**src/rtl/seq_alu_core_pkg.sv**
```systemverilog
// Shared types for the sequential ALU core: opcodes, FSM state encoding and
// flag bit positions used by the core, its muldiv datapath and the bench.
package alu_pkg;

   typedef enum logic [3:0] {
      ADD = 4'd0,
      SUB = 4'd1,
      AND = 4'd2,
      OR  = 4'd3,
      XOR = 4'd4,
      SHL = 4'd5,
      SHR = 4'd6,
      CMP = 4'd7,
      MUL = 4'd8,
      DIV = 4'd9
   } op_e;

   typedef enum logic [1:0] {
      IDLE = 2'd0,
      BUSY = 2'd1,
      DONE = 2'd2
   } state_e;

   localparam int ZERO  = 0;
   localparam int NEG   = 1;
   localparam int CARRY = 2;
   localparam int OVF   = 3;
   localparam int DIV0  = 4;

endpackage

```
**src/rtl/seq_alu_core_if.sv**
```systemverilog
// Operand/result handshake bundle between the capture logic, the ALU core and
// the result consumer.
interface seq_alu_core_if #(
   parameter int WIDTH = 8
);
   logic             in_valid;
   logic             in_ready;
   alu_pkg::op_e     op;
   logic [WIDTH-1:0] a;
   logic [WIDTH-1:0] b;
   logic             out_valid;
   logic             out_ready;
   logic [WIDTH-1:0] res_lo;
   logic [WIDTH-1:0] res_hi;
   logic [4:0]       flags;

   modport master (
      output in_valid, op, a, b, out_ready,
      input  in_ready, out_valid, res_lo, res_hi, flags
   );

   modport slave (
      input  in_valid, op, a, b, out_ready,
      output in_ready, out_valid, res_lo, res_hi, flags
   );
endinterface

```
**src/rtl/seq_alu_core_muldiv.sv**
```systemverilog
// Iterative unsigned datapath: shift-add multiply or restoring divide, one
// step per cycle for WIDTH cycles, then a one-cycle done pulse.
module seq_muldiv
   import alu_pkg::*;
#(
   parameter int WIDTH = 8
) (
   input  logic             clk,
   input  logic             rst,
   input  logic             start,
   input  logic             is_div,
   input  logic [WIDTH-1:0] a,
   input  logic [WIDTH-1:0] b,
   output logic             busy,
   output logic             done,
   output logic [WIDTH-1:0] hi,
   output logic [WIDTH-1:0] lo
);
   localparam int CW = $clog2(WIDTH);

   logic [CW-1:0]    iter_q, iter_d;
   logic             busy_q, busy_d, done_q, done_d, isDiv_q, isDiv_d;
   logic [WIDTH-1:0] hi_q, hi_d, lo_q, lo_d, operand_q, operand_d;
   logic [WIDTH:0]   mulSum, remShift, divTrial;

   // MUL keeps the multiplier in lo and shifts the partial product down;
   // DIV keeps the quotient bits in lo and the partial remainder in hi.
   always_comb begin
      iter_d    = iter_q;
      busy_d    = busy_q;
      done_d    = 1'b0;
      isDiv_d   = isDiv_q;
      hi_d      = hi_q;
      lo_d      = lo_q;
      operand_d = operand_q;
      mulSum    = {1'b0, hi_q} + (lo_q[0] ? {1'b0, operand_q} : '0);
      remShift  = {hi_q, lo_q[WIDTH-1]};
      divTrial  = remShift - {1'b0, operand_q};
      if (start) begin
         busy_d    = 1'b1;
         isDiv_d   = is_div;
         operand_d = is_div ? b : a;
         hi_d      = '0;
         lo_d      = is_div ? a : b;
         iter_d    = '0;
      end else if (busy_q) begin
         if (isDiv_q) begin
            if (!divTrial[WIDTH]) begin
               hi_d = divTrial[WIDTH-1:0];
               lo_d = {lo_q[WIDTH-2:0], 1'b1};
            end else begin
               hi_d = remShift[WIDTH-1:0];
               lo_d = {lo_q[WIDTH-2:0], 1'b0};
            end
         end else begin
            {hi_d, lo_d} = {mulSum, lo_q[WIDTH-1:1]};
         end
         if (iter_q == CW'(WIDTH - 1)) begin
            busy_d = 1'b0;
            done_d = 1'b1;
            iter_d = '0;
         end else begin
            iter_d = iter_q + 1'b1;
         end
      end
   end

   always_ff @(posedge clk) begin
      if (rst) begin
         iter_q    <= '0;
         busy_q    <= 1'b0;
         done_q    <= 1'b0;
         isDiv_q   <= 1'b0;
         hi_q      <= '0;
         lo_q      <= '0;
         operand_q <= '0;
      end else begin
         iter_q    <= iter_d;
         busy_q    <= busy_d;
         done_q    <= done_d;
         isDiv_q   <= isDiv_d;
         hi_q      <= hi_d;
         lo_q      <= lo_d;
         operand_q <= operand_d;
      end
   end

   assign busy = busy_q;
   assign done = done_q;
   assign hi   = hi_q;
   assign lo   = lo_q;
endmodule

```
**src/rtl/seq_alu_core.sv**
```systemverilog
// Multi-cycle ALU: valid/ready in, registered single-cycle ops plus an
// iterative muldiv unit, results and flags held until the consumer takes them.
module seq_alu_core
   import alu_pkg::*;
#(
   parameter int WIDTH = 8
) (
   input logic           clk,
   input logic           rst,
   seq_alu_core_if.slave bus
);
   localparam int         SHW     = $clog2(WIDTH);
   localparam logic [1:0] ST_IDLE = IDLE;
   localparam logic [1:0] ST_BUSY = BUSY;
   localparam logic [1:0] ST_DONE = DONE;

   logic [1:0]       state_q, state_d;
   op_e              op_q, op_d;
   logic [WIDTH-1:0] opA_q, opA_d, opB_q, opB_d;
   logic [WIDTH-1:0] resLo_q, resLo_d, resHi_q, resHi_d;
   logic [4:0]       flags_q, flags_d, newFlags;
   logic             accept, mdStart, mdBusy, mdDone, iterOp, divByZero;
   logic             sCarry, sOvf;
   logic [WIDTH-1:0] mdHi, mdLo, sLo, sHi, finLo, finHi, nzSrc;
   logic [WIDTH:0]   addSum, subDiff, shlExt, shrExt;
   logic [SHW-1:0]   shAmt;

   assign accept    = bus.in_valid && (state_q == ST_IDLE);
   assign mdStart   = accept && ((bus.op == MUL) || ((bus.op == DIV) && (bus.b != '0)));
   assign divByZero = (op_q == DIV) && (opB_q == '0);
   assign iterOp    = (op_q == MUL) || ((op_q == DIV) && !divByZero);

   // The muldiv unit loads straight from the bus on the accepting edge.
   seq_muldiv #(.WIDTH(WIDTH)) u_muldiv (
      .clk    (clk),
      .rst    (rst),
      .start  (mdStart),
      .is_div (bus.op == DIV),
      .a      (bus.a),
      .b      (bus.b),
      .busy   (mdBusy),
      .done   (mdDone),
      .hi     (mdHi),
      .lo     (mdLo)
   );

   always_comb begin
      addSum  = {1'b0, opA_q} + {1'b0, opB_q};
      subDiff = {1'b0, opA_q} - {1'b0, opB_q};
      shAmt   = opB_q[SHW-1:0];
      shlExt  = {1'b0, opA_q} << shAmt;
      shrExt  = {opA_q, 1'b0} >> shAmt;
      sLo     = '0;
      sHi     = '0;
      sCarry  = 1'b0;
      sOvf    = 1'b0;
      case (op_q)
         ADD: begin
            sLo    = addSum[WIDTH-1:0];
            sCarry = addSum[WIDTH];
            sOvf   = (opA_q[WIDTH-1] == opB_q[WIDTH-1]) && (addSum[WIDTH-1] != opA_q[WIDTH-1]);
         end
         SUB, CMP: begin
            sLo    = (op_q == SUB) ? subDiff[WIDTH-1:0] : '0;
            sCarry = subDiff[WIDTH];
            sOvf   = (opA_q[WIDTH-1] != opB_q[WIDTH-1]) && (subDiff[WIDTH-1] != opA_q[WIDTH-1]);
         end
         AND: sLo = opA_q & opB_q;
         OR:  sLo = opA_q | opB_q;
         XOR: sLo = opA_q ^ opB_q;
         SHL: begin
            sLo    = shlExt[WIDTH-1:0];
            sCarry = shlExt[WIDTH];
         end
         SHR: begin
            sLo    = shrExt[WIDTH:1];
            sCarry = shrExt[0];
         end
         DIV: begin
            sLo = '1;
            sHi = opA_q;
         end
         default: ;
      endcase
      finLo = iterOp ? mdLo : sLo;
      finHi = iterOp ? mdHi : sHi;
      // CMP reports zero/neg of the difference it discards.
      nzSrc = (op_q == CMP) ? subDiff[WIDTH-1:0] : finLo;
      newFlags        = '0;
      newFlags[ZERO]  = (op_q == MUL) ? ({finHi, finLo} == '0) : (nzSrc == '0);
      newFlags[NEG]   = (op_q == MUL) ? finHi[WIDTH-1] : nzSrc[WIDTH-1];
      newFlags[CARRY] = sCarry;
      newFlags[OVF]   = sOvf;
      newFlags[DIV0]  = divByZero;
   end

   always_comb begin
      state_d = state_q;
      op_d    = op_q;
      opA_d   = opA_q;
      opB_d   = opB_q;
      resLo_d = resLo_q;
      resHi_d = resHi_q;
      flags_d = flags_q;
      case (state_q)
         ST_IDLE: begin
            if (accept) begin
               op_d    = bus.op;
               opA_d   = bus.a;
               opB_d   = bus.b;
               state_d = ST_BUSY;
            end
         end
         ST_BUSY: begin
            if (!iterOp || (mdDone && !mdBusy)) begin
               resLo_d = finLo;
               resHi_d = finHi;
               flags_d = newFlags;
               state_d = ST_DONE;
            end
         end
         ST_DONE: begin
            if (bus.out_ready) state_d = ST_IDLE;
         end
         default: state_d = ST_IDLE;
      endcase
   end

   always_ff @(posedge clk) begin
      if (rst) begin
         state_q <= ST_IDLE;
         op_q    <= ADD;
         opA_q   <= '0;
         opB_q   <= '0;
         resLo_q <= '0;
         resHi_q <= '0;
         flags_q <= '0;
      end else begin
         state_q <= state_d;
         op_q    <= op_d;
         opA_q   <= opA_d;
         opB_q   <= opB_d;
         resLo_q <= resLo_d;
         resHi_q <= resHi_d;
         flags_q <= flags_d;
      end
   end

   assign bus.in_ready  = (state_q == ST_IDLE);
   assign bus.out_valid = (state_q == ST_DONE);
   assign bus.res_lo    = resLo_q;
   assign bus.res_hi    = resHi_q;
   assign bus.flags     = flags_q;
endmodule

```
**src/flat_wrapper.sv**
```systemverilog
// flat-port wrapper written by rule: the top's interface ports become plain ports
module seq_alu_core_flat import alu_pkg::*;
#(
   parameter int WIDTH = 8
)
  (clk, rst, bus_in_valid, bus_op, bus_a, bus_b, bus_out_ready, bus_in_ready, bus_out_valid, bus_res_lo, bus_res_hi, bus_flags);
  seq_alu_core_if #(.WIDTH(WIDTH)) bus_i ();
  input logic clk;
  input logic rst;
  input wire logic [$bits(bus_i.in_valid)-1:0] bus_in_valid;
  input wire logic [$bits(bus_i.op)-1:0] bus_op;
  input wire logic [$bits(bus_i.a)-1:0] bus_a;
  input wire logic [$bits(bus_i.b)-1:0] bus_b;
  input wire logic [$bits(bus_i.out_ready)-1:0] bus_out_ready;
  output wire logic [$bits(bus_i.in_ready)-1:0] bus_in_ready;
  output wire logic [$bits(bus_i.out_valid)-1:0] bus_out_valid;
  output wire logic [$bits(bus_i.res_lo)-1:0] bus_res_lo;
  output wire logic [$bits(bus_i.res_hi)-1:0] bus_res_hi;
  output wire logic [$bits(bus_i.flags)-1:0] bus_flags;
  assign bus_i.in_valid = bus_in_valid;
  assign bus_i.op = bus_op;
  assign bus_i.a = bus_a;
  assign bus_i.b = bus_b;
  assign bus_i.out_ready = bus_out_ready;
  assign bus_in_ready = bus_i.in_ready;
  assign bus_out_valid = bus_i.out_valid;
  assign bus_res_lo = bus_i.res_lo;
  assign bus_res_hi = bus_i.res_hi;
  assign bus_flags = bus_i.flags;
  seq_alu_core #(.WIDTH(WIDTH)) u_core (.clk(clk), .rst(rst), .bus(bus_i));
endmodule
```
**config.mk**
```make
export PLATFORM = sky130hd
export DESIGN_NAME = seq_alu_core_flat
export DESIGN_NICKNAME = d
export VERILOG_FILES = /design/src/rtl/seq_alu_core_pkg.sv /design/src/rtl/seq_alu_core_if.sv /design/src/rtl/seq_alu_core_muldiv.sv /design/src/rtl/seq_alu_core.sv /design/src/flat_wrapper.sv
export SDC_FILE = /design/constraint.sdc
export NUM_CORES = 1
export LEC_CHECK = 0
export BUFFER_PORTS_ARGS = -buffer_cell sky130_fd_sc_hd__buf_4
export CORE_UTILIZATION = 35
export CTS_CLUSTER_SIZE = 20
export DETAILED_ROUTE_END_ITERATION = 6
export SYNTH_ARGS = -nofsm -noshare
export SYNTH_HDL_FRONTEND = slang
export SYNTH_SLANG_ARGS = --single-unit
```
**constraint.sdc**
```tcl
create_clock -name clk -period 3.9 [get_ports clk]
set_clock_uncertainty 0.2 [all_clocks]
set_input_delay 0.195 -clock clk [delete_from_list [all_inputs] [get_ports clk]]
set_output_delay 0.195 -clock clk [all_outputs]
set_load 0.005 [all_outputs]
```
Word-level counts from Yosys, hierarchy flattened
Index checks and enable logic that the tools add are counted.
- flip-flop bits (word level): 73
- input bits: 24
- output and inout port bits: 23
- $add $sub $neg: 5
- equal/unequal tests: 21
- shift operators: 2
- mux-type cells: 28
- bitwise logic cells: 4
- reductions and logical operators: 27
- operators by type and width (operator ; count):
    2-to-1 mux 8 bit ; 13
    one-hot mux 8 bit (8 select lines) ; 1
    == test 4 x 3 -> 1 bit (second input constant) ; 4
    == test 4 bit (second input constant) ; 4
    zero test 16 bit ; 1
    zero test 8 bit ; 2
    adder 8 x 8 -> 9 bit ; 1
    adder 8 x 9 -> 9 bit ; 1
    left shift 8 x 3 -> 9 bit ; 1
    >> shifter 9 x 3 -> 9 bit ; 1
    subtractor 8 x 8 -> 9 bit ; 1
    subtractor 9 x 8 -> 9 bit ; 1
    bitwise AND 8 bit ; 1
    == test 4 x 2 -> 1 bit (second input constant) ; 2
    logical AND 1 bit ; 8
    OR 8 bit ; 1
    nonzero test 8 bit ; 1
    bitwise XOR 8 bit ; 1
    2-to-1 mux 1 bit ; 7
    2-to-1 mux 2 bit ; 3
    one-hot mux 2 bit (3 select lines) ; 1
    == test 4 x 1 -> 1 bit (second input constant) ; 1
    zero test 4 bit ; 1
    != test 2 x 1 -> 1 bit (second input constant) ; 2
    19 further kinds ; 27

Depth between registers and ports, before layout
Gate-level depths: netlist (run 1).
- word-level depth: 9
- mapped depth: 13
- depth with buffers taken out: 12

Cells and area by module
Synthesis (run 1) repeated with hierarchy kept, for this count alone.
- cell total of the unflattened synthesis: 795
- area, all modules: 6224.7 um^2
- modules (own cells, without submodules) (module ; times used ; cells an instance ; area an instance (um^2)):
    seq_alu_core ; 1 ; 518 ; 3828.7
    seq_muldiv ; 1 ; 277 ; 2396.0

Worst setup path before layout (run 1)
OpenSTA, ideal clock, no wires.
- path kind: register -> register
- from: register u_core.opB_q[1]
- to: register u_core.flags_q[1] (netlist: u_core.bus.flags[1])
- library setup time: 132 ps
- data arrival time: 2767 ps
- required time: 3568 ps
- path slack: 801 ps
- cell stages (with the launch flop): 13
- cell sequence: dfxtp_1 > buf_2 > buf_2 > inv_1 > ha_1 > or2_2 > a221oi_1 > o22ai_1 > mux2i_1 > o31ai_1 > o211ai_1 > o221ai_1 > a21oi_1
- longest elaborated chain between the ends: 8
- elaborated cells on any way between the ends: 18
- RTL lines (element ; line ; RTL):
    start, declared ; seq_alu_core.sv:19 ; logic [WIDTH-1:0] opA_q, opA_d, opB_q, opB_d;
    start signal, assigned ; seq_alu_core.sv:142 ; opB_q <= opB_d;
    branches (longest 8 deep; another with subtractor 8 x 8 -> 9 bit) ; -- ;
    end signal, assigned ; seq_alu_core.sv:145 ; flags_q <= flags_d;
    end, declared ; seq_alu_core.sv:21 ; logic [4:0] flags_q, flags_d, newFlags;
Parallel ways; which one is timed is not known.
A chain may end at the register's enable or synchronous reset.

Final worst setup path (run 1)
- from: register u_core.opA_q[0]
- to: register u_core.flags_q[0] (netlist: u_core.bus.flags[0])
- longest elaborated chain between the ends: 7
- elaborated cells on any way between the ends: 16
- RTL lines (element ; line ; RTL):
    start, declared ; seq_alu_core.sv:19 ;
    start signal, assigned ; seq_alu_core.sv:141 ; opA_q <= opA_d;
    subtractor 8 x 8 -> 9 bit ; seq_alu_core.sv:49 ; subDiff = {1'b0, opA_q} - {1'b0, opB_q};
    2-to-1 mux 8 bit ; seq_alu_core.sv:64 ; sLo = (op_q == SUB) ? subDiff[WIDTH-1:0] : '0;
    one-hot mux 8 bit (8 select lines) ; seq_alu_core.sv:57 ; case (op_q)
    2-to-1 mux 8 bit ; seq_alu_core.sv:85 ; finLo = iterOp ? mdLo : sLo;
    2-to-1 mux 8 bit ; seq_alu_core.sv:88 ; nzSrc = (op_q == CMP) ? subDiff[WIDTH-1:0] : finLo;
    zero test 8 bit ; seq_alu_core.sv:90 ; newFlags[ZERO] = (op_q == MUL) ? ({finHi, finLo} == '0) : (nzSrc == '0);
    2-to-1 mux 1 bit (*) ; seq_alu_core.sv:90 ;
Every way passes the cells marked *; elsewhere a longest branch is shown, timed or not.

==> flow_metrics.py, run 1 <==
metrics = {
    "run_status": {
        "status": "complete, no violations",
    },
    "min_path": {
        "hp-class": "in2reg",
    },
    "synthesis": {
        "ys.flop_type": "dfxtp_1",
        "synthCells": 749,
        "syn-num-nets": 820,
        "synth_top_area_share_pct": 24.48,
        "yosys_warnings": 0,
        "yosys.area.top_type": "dfxtp_1",
        "ys_async_sr_fraction_pct": 0,
        "syn_avg_cell_area_um2": 7.970,
        "synth_area_um2": 5969,
        "seq_area_frac_synth_pct": 24.48,
        "synth_area_leaders": "dfxtp_1 (24%), ha_1 (9.0%), mux2i_1 (7.4%)",
        "synth_edf_count": 0,
        "synth_cell_types": 76,
        "yosys_register_bits": 73,
    },
    "critical_path": {
        "worstSetupEndpointType": "flip-flop",
        "slowest_stage": "dfxtp_1",
        "slowest_delay_ns": 0.51,
        "cp.required_ns": 3.99,
        "critPathKind": "reg2reg",
        "path_cells": "inv_1, ha_1, fa_1, or2_2, a21oi_1, xnor2_1, a2111oi_0, nand3_1, o21ai_0, and4_1, a31o_1",
        "cp-start-kind": "flip-flop",
        "critical_path.top_delay_family": "compound AO/OA/AOI/OAI gates",
        "rrSetupSlack_ns": 0.46,
        "critPathMaxFanout": 9,
        "cp.arrival_ns": 3.53,
        "worst-path-buf-inv": 1,
    },
    "grt": {
        "antenna_found_initial": 0,
        "grt_pass1_wl_um": 29610,
        "grt_pass1_vias": 5239,
        "grt_use_total_pct": 21.67,
        "grt_overflow": 0,
        "grt_max_degree": 66,
    },
    "pwr": {
        "power_frac_clock_pct": 35.8,
        "worst_ir_drop_vdd_mv": 0.2118,
        "p_int_mw": 1.572,
        "swShare_pct": 33.03,
        "power_switching_mw": 0.7753,
        "p_seq_share_pct": 36.1,
        "p_leak_nw": 2.641,
        "combPwrFrac_pct": 28.1,
        "p_per_area_nw_per_um2": 333.7,
    },
    "cts": {
        "cts.root.buffer_cell": "clkbuf_16",
        "cts_buffers": 9,
        "clkTransAtPathRegs_ns": 0.06,
        "cts_resized": 0,
        "cts_setup_buffers": 0,
        "insertion_delay_ns": 0.35,
        "postCtsHoldBufs": 22,
        "clk_path_buf_depth": 2,
        "cts.sinks": 73,
        "cts_tree": "done",
        "cts_max_level": 3,
    },
    "placed_design": {
        "placed_cell_area_um2": 6521,
        "finalWeightedCongestion": 1.011,
        "hpwl_um": 14040,
        "portBuffers": 46,
    },
    "route": {
        "firstDrtPassIters": 5,
        "routedWlPerCell_um": 18.57,
        "drc": 0,
        "wl_um": 18890,
        "vias": 5730,
        "via_per_inst": 5.634,
        "drt_iter0_drc": 481,
        "final_antenna_net_count": 0,
    },
    "job": {
        "max_cap_viol_count": 0,
    },
    "sta": {
        "hold_viol_final": 0,
        "period_share_pct": 88.29,
        "finalSetupTns_ns": 0,
        "finalSetupViolations": 0,
        "slew_headroom_pct": 22.44,
        "period_needed_ns": 3.443,
        "timing.fmax_ghz": 0.2904,
        "drv_slew": 0,
        "rsz0062_at_grt": "no",
        "max_slew.worst_pin.slew_ns": 1.162,
    },
    "layout": {
        "area.growth.synth_to_final_pct": 17.84,
        "design_area_um2": 7034,
        "drive_above_1_share_pct": 14.81,
        "fin_nets": 864,
        "n_fill_cell": 1693,
        "multiInputGateArea_um2": 4146,
        "n_antenna_cell": 0,
        "seq_area_um2": 1461,
    },
    "floorplan": {
        "boundaryPins": 47,
        "die_w_um": 132.6,
        "rows": 47,
        "die_y_um": 132.6,
        "core_area_um2": 16640,
        "initial_utilization_pct": 35.87,
        "die_area_um2": 17580,
    },
}
-- state kept, by name (all words and copies together), names as in the netlist, 2 cells and up --
name and count:
u_core.u_muldiv.operand_q 8, u_core.bus.res_lo 8, u_core.op_q 4, u_core.bus.flags 5, u_core.state_q 2, u_core.u_muldiv.lo 8, u_core.bus.res_hi 8, u_core.u_muldiv.hi 8
u_core.opB_q 8, u_core.opA_q 8, u_core.u_muldiv.iter_q 3
-- synth_stat cells, types with 4 or more instances --
master      n
nor2_1     82
nor3_1     27
a2bb2oi_1   4
ha_1       43
and2_1     10
mux4_2      7
a21o_1      4
nand2_1    72
nand3_1     9
or2_2       9
o22ai_1     5
o21a_1      4
xnor2_1    16
o211ai_1    7
mux2i_1    44
mux2_2      4
and3_1      4
o21ai_0    16
a21oi_1    56
dfxtp_1    73
o31ai_1     4
fa_1        4
a211oi_1   35
nor2b_1    10
a221oi_1   11
nand2b_1   10
inv_1      38
a31oi_1    10
nor3b_1     6
clkbuf_1   37
buf_2      12
buf_1       5
-- path summary, 6_finish.rpt --
check	start	to	cells past startpoint
setup reg to reg	u_core.opA_q[0]	u_core.bus.flags[0]	11
hold reg to reg	u_core.bus.flags[3]	u_core.bus.flags[3]	2
setup / recovery	u_core.opA_q[0]	u_core.bus.flags[0]	11
hold / removal	rst	u_core.u_muldiv.isDiv_q	2
-- stage by stage --
stage                     hold slack, ns  setup WS, ns  std cells  util (%)  power, mW
after global routing              0.2335        0.2204       1017     42.27      2.458
after floorplan                   0.1310        0.8010        749         -      1.295
after CTS                         0.1870        0.5156       1017     42.27      2.358
final                             0.2161        0.4566       1017     42.27      2.347
after detailed placement          0.2535        0.5402        980     39.18      1.493
after global placement            0.2538        0.6044        980     39.18      1.494
-- cell families (layout without fill, tap and decap cells) --
family                   count (synthesis)  after routing  share of synthesized area (%)
AND/OR/NAND/NOR                        263            263                          21.65
AO/OA/AOI/OAI                          198            198                          23.52
buffers and inverters                   93            141                          6.162
flip-flops                              73             73                          24.48
multiplexers                            55             55                          10.77
adder cells (fa/ha/maj)                 47             47                          10.35
XOR/XNOR                                20             20                          3.060
-- power groups by stage --
stage	registers, mW	clock network (mW)	logic [mW]
after floorplan	0.836	0	0.459
after global placement	0.862	0	0.633
after detailed placement	0.862	0	0.630
after CTS	0.846	0.861	0.651
after global routing	0.852	0.888	0.717
final	0.848	0.841	0.659
-- final cells by class --
type,instances,area share (%)
Timing Repair Buffer,88,10.17
Inverter,38,2.028
Clock buffer,9,3.202
Multi-Input combinational cell,583,58.95
Sequential cell,73,20.78
Tap cell,220,3.913
Clock inverter,6,0.9605
-- metal layers --
layer | wire length [um] | track usage (%) | vias to the layer above
li1 | - | - | 2810
met1 | 8946 | 30.70 | 2665
met2 | 8113 | 32.81 | 229
met3 | 1468 | 3.946 | 26
met4 | 357 | 7.471 | 0
met5 | 0 | 0 | -
-- cells in the final DEF, fill, tap and decap left out, drive strengths merged, types with 10 or more instances in the layout --
| cell type | n |
|---|---|
| buf | 66 |
| a31oi | 10 |
| nor2 | 83 |
| a211oi | 35 |
| dfxtp | 73 |
| ha | 43 |
| o21ai | 16 |
| a21oi | 56 |
| nor3 | 28 |
| nor2b | 10 |
| mux2i | 44 |
| nand2b | 10 |
| a221oi | 12 |
| inv | 39 |
| and2 | 10 |
| nand2 | 72 |
| xnor2 | 17 |
| dlygate4sd3 | 22 |
Power figures use the tool's default switching activity.
==> run 2: changes to the inputs <==
--- a/config.mk
+++ b/config.mk
@@ -11,4 +11,5 @@
 export DETAILED_ROUTE_END_ITERATION = 6
 export SYNTH_ARGS = -nofsm -noshare
 export SYNTH_HDL_FRONTEND = slang
+export SYNTH_HIERARCHICAL = 1
 export SYNTH_SLANG_ARGS = --single-unit
==> run 2 against run 1 <==
Compared with the run above:
- largest power group is now clock
- fmax fell by 1.5%
- via count rose by 9.5%
- critical endpoint is now u_core/bus.flags[0]
- die area rose by 4.2%
- clock power rose by 4.0%
- worst hold slack got worse by 0.040 ns
- synthesized cell count rose by 6.1%
- sequential share of layout area fell by 0.78 points
- final cell count rose by 5.4%
- register-to-register slack got worse by 0.05 ns
- worst setup slack got worse by 0.053 ns
==> flow_metrics.py, run 2 <==
metrics = {
    "synthesis": {
        "yosys_warnings": 6,
        "synth_area_um2": 6225,
        "synth_most_common_cell": "nand2_1",
        "synthCells": 795,
        "ys_async_sr_fraction_pct": 0,
        "synth_top_area_share_pct": 23.48,
        "syn_avg_cell_area_um2": 7.830,
        "synth_cell_types": 88,
        "seq_area_frac_synth_pct": 23.48,
        "yosys.area.top_type": "dfxtp_1",
        "synth_common_cells": "nand2_1 (75), nor2_1 (74), dfxtp_1 (73)",
        "ys.flop_type": "dfxtp_1",
        "yosys_register_bits": 73,
        "syn-num-nets": 866,
        "synth_edf_count": 0,
        "synth_area_leaders": "dfxtp_1 (23%), ha_1 (8.6%), mux2i_1 (5.8%)",
    },
    "sta": {
        "drv_slew": 0,
        "slew_headroom_pct": 31.93,
        "hold_viol_final": 0,
        "max_slew.worst_pin.slew_ns": 1.012,
        "finalSetupViolations": 0,
        "period_share_pct": 89.65,
        "rsz0062_at_grt": "no",
        "finalSetupTns_ns": 0,
        "period_needed_ns": 3.496,
        "timing.fmax_ghz": 0.2860,
    },
    "critical_path": {
        "cp.arrival_ns": 3.55,
        "worstSetupEndpointType": "flip-flop",
        "cp.required_ns": 3.96,
        "critPathMaxFanout": 9,
        "rrSetupSlack_ns": 0.40,
        "critPathKind": "reg2reg",
        "r2r_cells": 10,
        "cp-start-kind": "flip-flop",
        "reg2reg_to": "u_core/bus.flags[0]",
        "r2r-start": "u_core/opA_q[1]",
    },
    "grt": {
        "grt_pass1_wl_um": 32460,
        "grt_pass1_vias": 5712,
        "antenna_found_initial": 0,
        "grt_max_degree": 62,
        "grt_use_total_pct": 23.03,
        "grt_overflow": 0,
    },
    "placed_design": {
        "finalWeightedCongestion": 0.9630,
        "portBuffers": 46,
        "placed_cells": 1034,
        "placed_cell_area_um2": 6778,
        "hpwl_um": 15320,
    },
    "pwr": {
        "combPwrFrac_pct": 28.1,
        "power_frac_clock_pct": 36.4,
        "p_leak_nw": 2.698,
        "worst_ir_drop_vdd_mv": 0.3861,
        "p_per_area_nw_per_um2": 328.8,
        "power_switching_mw": 0.8258,
        "swShare_pct": 34.37,
        "p_seq_share_pct": 35.5,
        "p_int_mw": 1.577,
    },
    "route": {
        "wl_um": 20630,
        "via_per_inst": 5.851,
        "final_antenna_net_count": 0,
        "drt_iter0_drc": 579,
        "drc": 0,
        "firstDrtPassIters": 7,
        "routedWlPerCell_um": 19.24,
        "vias": 6272,
    },
    "layout": {
        "final_common_cell": "nand2_1",
        "final_cells": 1072,
        "multiInputGateArea_um2": 4344,
        "n_antenna_cell": 0,
        "n_fill_cell": 1784,
        "seq_area_um2": 1461,
        "area.growth.synth_to_final_pct": 17.39,
        "fin_nets": 913,
        "final_cell_mix": "nand2_1 (75), nor2_1 (74), dfxtp_1 (73)",
        "design_area_um2": 7307,
        "drive_above_1_share_pct": 14.05,
    },
    "floorplan": {
        "initial_utilization_pct": 35.86,
        "core_area_um2": 17360,
        "boundaryPins": 47,
        "die_area_um2": 18320,
        "die_w_um": 135.4,
        "rows": 48,
        "die_y_um": 135.4,
    },
    "min_path": {
        "min_to": "u_core/u_muldiv/isDiv_q",
        "hp-class": "in2reg",
        "hp-start": "rst",
        "min_path_cells": 2,
    },
    "cts": {
        "cts_tree": "done",
        "cts.root.buffer_cell": "clkbuf_16",
        "cts_max_level": 3,
        "cts.sinks": 73,
        "clkTransAtPathRegs_ns": 0.07,
        "insertion_delay_ns": 0.35,
        "clk_path_buf_depth": 2,
        "cts_buffers": 9,
        "cts_setup_buffers": 0,
        "cts_resized": 0,
    },
    "run_status": {
        "status": "complete, no violations",
    },
    "job": {
        "max_cap_viol_count": 0,
    },
}
-- run 2: changes by cell type after synthesis, moves of 7 or more --
| cell | delta |
|---|---|
| o21ai_1 | +13 |
| nor2_1 | -8 |
| o21ai_0 | +13 |
| mux2i_1 | -8 |
| nor3_1 | +7 |
| nor4_1 | +10 |
| nand3_1 | +8 |
| xnor2_1 | -11 |
-- run 2: cell type report --
type | count | area share [%]
clock buffer | 9 | 3.082
clock inverter | 7 | 1.147
inverter | 47 | 2.774
multi-input combinational | 624 | 59.45
sequential | 73 | 20.00
tap | 225 | 3.853
timing repair buffer | 87 | 9.692
-- run 2: routing by layer --
layer  GRT usage, %  vias up  share of wire [%]
li1               -     3017                  -
met1          32.92     2952                 46
met2          33.33      279                 42
met3          6.135       24                9.1
met4          7.054        0                2.1
met5              0        -                  0
-- run 2: cell families after synthesis --
kind of cell,synth area share (%)
adder cells (fa/ha/maj),9.930
AND/OR/NAND/NOR,22.71
multiplexers,9.045
XOR/XNOR,1.266
flip-flops,23.48
buffers and inverters,6.915
AO/OA/AOI/OAI,26.65
-- run 2: metrics by stage --
stage / worst slack [ns] / utilization (%) / hold slack, ns / power (mW)
global placement: 0.4705 / 39.05 / 0.2452 / 1.511
global route: 0.2240 / 42.10 / 0.2100 / 2.518
detailed placement: 0.4530 / 39.05 / 0.2496 / 1.510
finish: 0.4036 / 42.10 / 0.1762 / 2.403
CTS: 0.4326 / 42.10 / 0.1580 / 2.403
floorplan: 1.042 / - / 0.1310 / 1.297
-- run 2: worst max path at each step --
stage	startpoint	slack [ns]	to
2_1_floorplan	u_core/opB_q[1]	1.04	u_core/bus.flags[0]
3_3_place_gp	u_core/opA_q[1]	0.47	u_core/bus.flags[0]
3_5_place_dp	u_core/opA_q[0]	0.45	u_core/bus.flags[0]
4_1_cts	u_core/opA_q[0]	0.43	u_core/bus.flags[0]
5_1_grt	u_core/opA_q[0]	0.22	u_core/bus.flags[0]
6_report	u_core/opA_q[1]	0.40	u_core/bus.flags[0]
-- run 2: power by group through the flow --
stage / Clock [mW] / Combinational, mW / Sequential [mW]
3_5_place_dp: 0 / 0.643 / 0.867
2_1_floorplan: 0 / 0.462 / 0.835
4_1_cts: 0.889 / 0.664 / 0.850
3_3_place_gp: 0 / 0.645 / 0.866
5_1_grt: 0.924 / 0.738 / 0.857
6_report: 0.875 / 0.675 / 0.853
-- run 2: worst max-delay path, cell delays in order (launching register included) --
cell and delay (ns):
dfxtp_1 0.61, inv_1 0.24, fa_1 0.55, nor2b_1 0.13, a2111oi_0 0.06, o21ai_0 0.31, nand3_1 0.13, a221o_1 0.37
nor4_1 0.40, nand4_1 0.16, o32ai_2 0.22
-- run 2: what timing repair did --
action,CTS,global route
endpoints found under the hold margin,22,0
hold buffers,22,0
endpoints found under the setup margin,0,0
